### config.mk
export PLATFORM = sky130hd
export DESIGN_NAME = mdu_sequencer
export DESIGN_NICKNAME = d
export VERILOG_FILES = /design/src/rtl/mdu_sequencer.sv
export SDC_FILE = /design/constraint.sdc
export NUM_CORES = 1
export LEC_CHECK = 0
export BUFFER_PORTS_ARGS = -buffer_cell sky130_fd_sc_hd__clkbuf_2
export CAP_MARGIN = 20
export CELL_PAD_IN_SITES_DETAIL_PLACEMENT = 0
export CELL_PAD_IN_SITES_GLOBAL_PLACEMENT = 1
export CORE_MARGIN = 2
export CORE_UTILIZATION = 26
export CTS_CLUSTER_DIAMETER = 50
export DETAILED_ROUTE_END_ITERATION = 7
export MAX_ROUTING_LAYER = met4
export PLACE_DENSITY = 0.59
export RECOVER_POWER = 50
export SLEW_MARGIN = 20
export SYNTH_ARGS = -nofsm -noshare
export SYNTH_HDL_FRONTEND = slang
export SYNTH_SLANG_ARGS = --single-unit
export TNS_END_PERCENT = 20
### constraint.sdc
create_clock -name clk -period 6.9 [get_ports clk]
set_input_delay 1.38 -clock clk [delete_from_list [all_inputs] [get_ports clk]]
set_output_delay 1.38 -clock clk [all_outputs]
set_load 0.02 [all_outputs]
### src/rtl/mdu_sequencer.sv
// mdu_sequencer: multi-cycle RV32M multiply/divide sequencer for EX (clk, rst_n, valid, funct3, rs1_data, rs2_data, flush -> stall, result, result_valid)
module mdu_sequencer #(
  parameter int XLEN = 32,
  parameter int CNT_W = $clog2(XLEN)
) (
  input  logic            clk,
  input  logic            rst_n,
  input  logic            valid,
  input  logic [2:0]      funct3,
  input  logic [XLEN-1:0] rs1_data,
  input  logic [XLEN-1:0] rs2_data,
  input  logic            flush,
  output logic            stall,
  output logic [XLEN-1:0] result,
  output logic            result_valid
);
  typedef enum logic [1:0] {IDLE, MUL, DIV, DONE} state_t;
  state_t state, state_n;
  logic [CNT_W-1:0] cnt;
  logic [1:0] op;
  logic neg, accept, busy, last, sa, sb, div_zero, div_ovf, special;
  logic [XLEN-1:0] opd, acc, lo, acc_n, lo_n, ma, mb, spec_res, fin, res;
  logic [XLEN:0] sum, shl, diff;
  logic [2*XLEN-1:0] prod, full;
  assign accept = state == IDLE && valid && !flush;
  assign busy = state == MUL || state == DIV;
  assign last = cnt == CNT_W'(XLEN - 1);
  assign stall = rst_n && (accept || busy);
  assign result = res;
  assign result_valid = state == DONE;
  assign sa = (funct3[2] ? !funct3[0] : (funct3[1:0] == 2'b01 || funct3[1:0] == 2'b10)) && rs1_data[XLEN-1];
  assign sb = (funct3[2] ? !funct3[0] : funct3[1:0] == 2'b01) && rs2_data[XLEN-1];
  assign ma = sa ? -rs1_data : rs1_data;
  assign mb = sb ? -rs2_data : rs2_data;
  assign div_zero = rs2_data == '0;
  assign div_ovf = !funct3[0] && rs1_data == {1'b1, {(XLEN-1){1'b0}}} && &rs2_data;
  assign special = funct3[2] && (div_zero || div_ovf);
  assign spec_res = div_zero ? (funct3[1] ? rs1_data : '1) : (funct3[1] ? '0 : rs1_data);
  // acc/lo hold the product halves in MUL and remainder/quotient in DIV
  assign sum = {1'b0, acc} + (lo[0] ? {1'b0, opd} : '0);
  assign shl = {acc, lo[XLEN-1]};
  assign diff = shl - {1'b0, opd};
  assign acc_n = state == MUL ? sum[XLEN:1] : diff[XLEN] ? shl[XLEN-1:0] : diff[XLEN-1:0];
  assign lo_n = state == MUL ? {sum[0], lo[XLEN-1:1]} : {lo[XLEN-2:0], !diff[XLEN]};
  assign prod = {acc_n, lo_n};
  assign full = neg ? -prod : prod;
  assign fin = state == MUL ? (op == 2'b00 ? full[XLEN-1:0] : full[2*XLEN-1:XLEN])
             : op[1] ? (neg ? -acc_n : acc_n) : (neg ? -lo_n : lo_n);
  always_comb begin
    state_n = state;
    if (flush) state_n = IDLE;
    else if (state == IDLE && valid) state_n = !funct3[2] ? MUL : special ? DONE : DIV;
    else if (busy && last) state_n = DONE;
    else if (state == DONE) state_n = IDLE;
  end
  always_ff @(posedge clk or negedge rst_n) begin
    if (!rst_n) begin
      state <= IDLE;
      cnt <= '0;
      op <= '0;
      neg <= 1'b0;
      opd <= '0;
      acc <= '0;
      lo <= '0;
      res <= '0;
    end else begin
      state <= state_n;
      cnt <= busy && !flush && !last ? cnt + 1'b1 : '0;
      res <= flush ? '0 : accept && special ? spec_res : busy && last ? fin : '0;
      if (accept) begin
        op <= funct3[1:0];
        neg <= funct3[2] && funct3[1] ? sa : sa ^ sb;
        opd <= funct3[2] ? mb : ma;
        acc <= '0;
        lo <= funct3[2] ? ma : mb;
      end else if (busy) begin
        acc <= acc_n;
        lo <= lo_n;
      end
    end
  end
endmodule

==> results_dict.tcl <==
set metrics [dict create \
    postCtsHoldBufs 0 \
    grt_max_degree 121 \
    worstPathArrival_ns 6.79 \
    hold_viol_final 0 \
    cap_violations 3 \
    clock-sinks 138 \
    postSynth.asyncResetShare_pct 100.0 \
    fin_skew_ns 0.01688 \
    start_util_pct 26.35 \
    clock_latency_ns 0.50 \
    cts_buffers 17 \
    dp_hpwl_um 62940 \
    wl_per_cell_um 25.22 \
    grt_antenna_before_repair 7 \
    port_buffers 104 \
    powerDensity_mw_per_mm2 518.9 \
    vias_per_cell 5.686 \
    yosysUniqueCellTypes 99 \
    grt_pass1_vias 16890 \
    crit_fanout 10 \
    maxSlewViolCount 144 \
    leakage_nw 7.462 \
    htree_levels 4 \
    gp_congestion 0.9607 \
    outcome "finished, violations left" \
    tritoncts "built" \
    post_cts_resize_count 0 \
    pin_count 105 \
    crit_chain "inv_1, ha_1, inv_1, fa_1, a211oi_1, o211ai_1, nand2_1, o311a_1, o21a_1, o21ai_0, a21oi_1, ha_1, o21ai_0, or4_1, or2_1, or3b_1, or3_1, or4_1, a21oi_1, a211oi_1, o21ai_1, a221oi_1" \
    slowest_stage "or3_1" \
    grt_pass1_wl_um 115800 \
    core_mm2 0.06320 \
    synth.net_count 2391 \
    syn_area_per_cell_um2 7.424 \
    seq_area_frac_synth_pct 20.74 \
    setup-violations-final 0 \
    drive_above_1_share_pct 10.71 \
    dp.cells 3110 \
    synth_top_area_cell "dfrtp_1" \
    fp.dieH_um 257.1 \
    cts.reportedPaths.clkPinSlew_ns 0.06 \
    ant_nets 0 \
    worstPathRequired_ns 7.23 \
    max_freq_mhz 154.9 \
    cpPeakStageDelay_ns 0.64 \
    min_from "cnt[0]$_DFF_PN0_" \
    slew_headroom_pct -155.1 \
    fin_cells 3143 \
    rsz0062_at_grt "no" \
    fill_cells 6911 \
    synth_edf_count 0 \
    peakVddDrop_mv 0.2052 \
    wl_um 79270 \
    overflow 0 \
    worstSetupEndpointType "register" \
    fin_crit_sh_pct 93.59 \
    worst_pin_slew_ns 3.826 \
    hold_path.class "reg2reg" \
    total_power_mw 9.724 \
    drtIter0Drc 1778 \
    die_x_um 257.1 \
    violations "max-capacitance violations, max-slew violations" \
    dieArea_mm2 0.06608 \
    synth_top_area_share_pct 20.74 \
    rows 92 \
    clockBufferDepth 2 \
    syn_to_final_growth_pct 12.56 \
    start_kind "register" \
    root_buffer "clkbuf_16" \
    dr_total_vias 17870 \
    ys_seq_elements 138 \
    crit_type "reg2reg" \
    yosys-top-cells-area "dfrtp_1 (21%), nand2_1 (6.4%), o21ai_0 (5.8%), ha_1 (5.6%), xnor2_1 (5.6%)" \
    first_pass_iters 5 \
    synth_area_mm2 0.01665 \
    tns_ns 0 \
    postCtsSetupRepairBufs 0 \
    ys.flop_type "dfrtp_1" \
    route.detailed.drc 0 \
    yosysWarnings 0 \
    r2r_start "lo[31]$_DFFE_PN0N_" \
    track_usage_pct 24.35 \
    post-route-min-period_ns 6.458 \
    startpoint "lo[31]$_DFFE_PN0N_" \
    synthCells 2243 \
    nNetsFinal 2431 \
]
-- cells by family after synthesis --
kind of cell / count (synthesis) / synth area share [%]
AND/OR/NAND/NOR: 804 / 23.38
AO/OA/AOI/OAI: 721 / 28.58
buffers and inverters: 215 / 5.080
XOR/XNOR: 177 / 9.400
flip-flops: 138 / 20.74
multiplexers: 101 / 6.342
adder cells (fa/ha/maj): 87 / 6.477
-- worst paths after layout --
| path | end | slack, ns | cells past startpoint |
|---|---|---|---|
| max | result[6]$_DFF_PN0_ | 0.44 | 22 |
| max reg2reg | result[6]$_DFF_PN0_ | 0.44 | 22 |
| max in group asynchronous | neg$_DFFE_PN0P_ | 1.28 | 2 |
| min reg2reg | cnt[0]$_DFF_PN0_ | 0.47 | 1 |
| min in group asynchronous | opd[17]$_DFFE_PN0P_ | 1.27 | 1 |
| min | cnt[0]$_DFF_PN0_ | 0.47 | 1 |
-- power breakdown --
group / internal [mW] / switching (mW)
logic: 2.55 / 4.79
clock network: 0.595 / 0.423
registers: 1.04 / 0.324
total: 4.18 / 5.54
-- area by class of cell --
cell class,instances,area [µm²],share of cell area (%)
Multi-Input combinational cell,1890,12390,66.12
Clock inverter,11,142.6,0.7611
Antenna cell,1,2.502,0.01335
Timing Repair Buffer,161,939.7,5.014
Sequential cell,138,3455,18.43
Inverter,75,281.5,1.502
Tap cell,846,1059,5.648
Clock buffer,21,470.5,2.510
-- routing by layer --
| layer | global-route usage [%] | part of all wire, % |
|---|---|---|
| met1 | 32.07 | 45 |
| met2 | 37.29 | 45 |
| met3 | 3.763 | 6.2 |
| met4 | 9.658 | 4.1 |
| met5 | - | 0 |
-- cells in the final DEF, fill, tap and decap left out, drive strengths merged, types with 14 or more instances in the layout --
master | netlist | layout
o21a | 14 | 14
o211ai | 68 | 68
and3 | 24 | 24
a21oi | 163 | 163
a211oi | 35 | 35
a221oi | 16 | 16
buf | 28 | 56
nand4 | 31 | 31
a21o | 34 | 34
o41ai | 14 | 14
o31ai | 36 | 36
nand2b | 16 | 16
nor3 | 68 | 68
inv | 71 | 72
nand2 | 282 | 282
xnor2 | 109 | 109
a31oi | 24 | 24
mux2 | 17 | 17
mux2i | 83 | 83
nand3 | 42 | 42
or4 | 16 | 16
xor2 | 68 | 68
nor2 | 180 | 180
or2 | 21 | 21
clkbuf | 112 | 126
dfrtp | 138 | 138
or3 | 21 | 21
o21ai | 202 | 202
and2 | 45 | 45
nor4 | 19 | 19
ha | 75 | 75
-- synth_stat cells (8+ instances only) --
cell type	instances
nor2_1	179
mux2_2	11
or2_2	18
o21ai_1	9
o41ai_1	13
a21oi_1	162
clkbuf_1	112
and4_1	8
o22ai_1	8
nor3b_1	11
o211ai_1	68
o31ai_1	35
mux2i_1	83
nand2b_1	16
dfrtp_1	138
and3_1	24
nand2_1	282
nor3_1	67
maj3_1	10
and2_1	43
xnor2_1	107
a221oi_1	14
o221ai_1	11
inv_1	71
nand3b_1	10
or4_1	14
a21o_1	34
a211oi_1	35
xor2_1	68
ha_1	75
or3_1	21
o21a_1	14
buf_1	17
nor4_1	17
nand3_1	40
a31oi_1	23
nand4_1	30
o21ai_0	193
-- critical path: cells and delay by family (launching register included) --
family,cells,cell delay [ns]
adders and majority gates,3,0.86
DFF,1,0.42
buffers and inverters,2,0.14
and+or+nand+nor,6,2.64
AOI/OAI and AO/OA,11,2.24
-- flip-flops by register name, indices dropped and copies added, names as in the netlist --
name,flops
opd,32
cnt,5
neg,1
state,2
lo,32
result,32
acc,32
op,2
-- per-stage QoR --
stage,area (µm²),worst slack (ns),utilization (%),hold WS [ns]
floorplan,16650,1.146,-,0.4315
global route,18740,0.00006573,29.65,0.4930
global placement,18160,0.5646,28.74,0.4518
finish,18740,0.4422,29.66,0.4730
detailed placement,18170,0.5097,28.75,0.4663
CTS,18780,0.4840,29.72,0.4749
No activity file was read; power rests on OpenSTA's default activity.
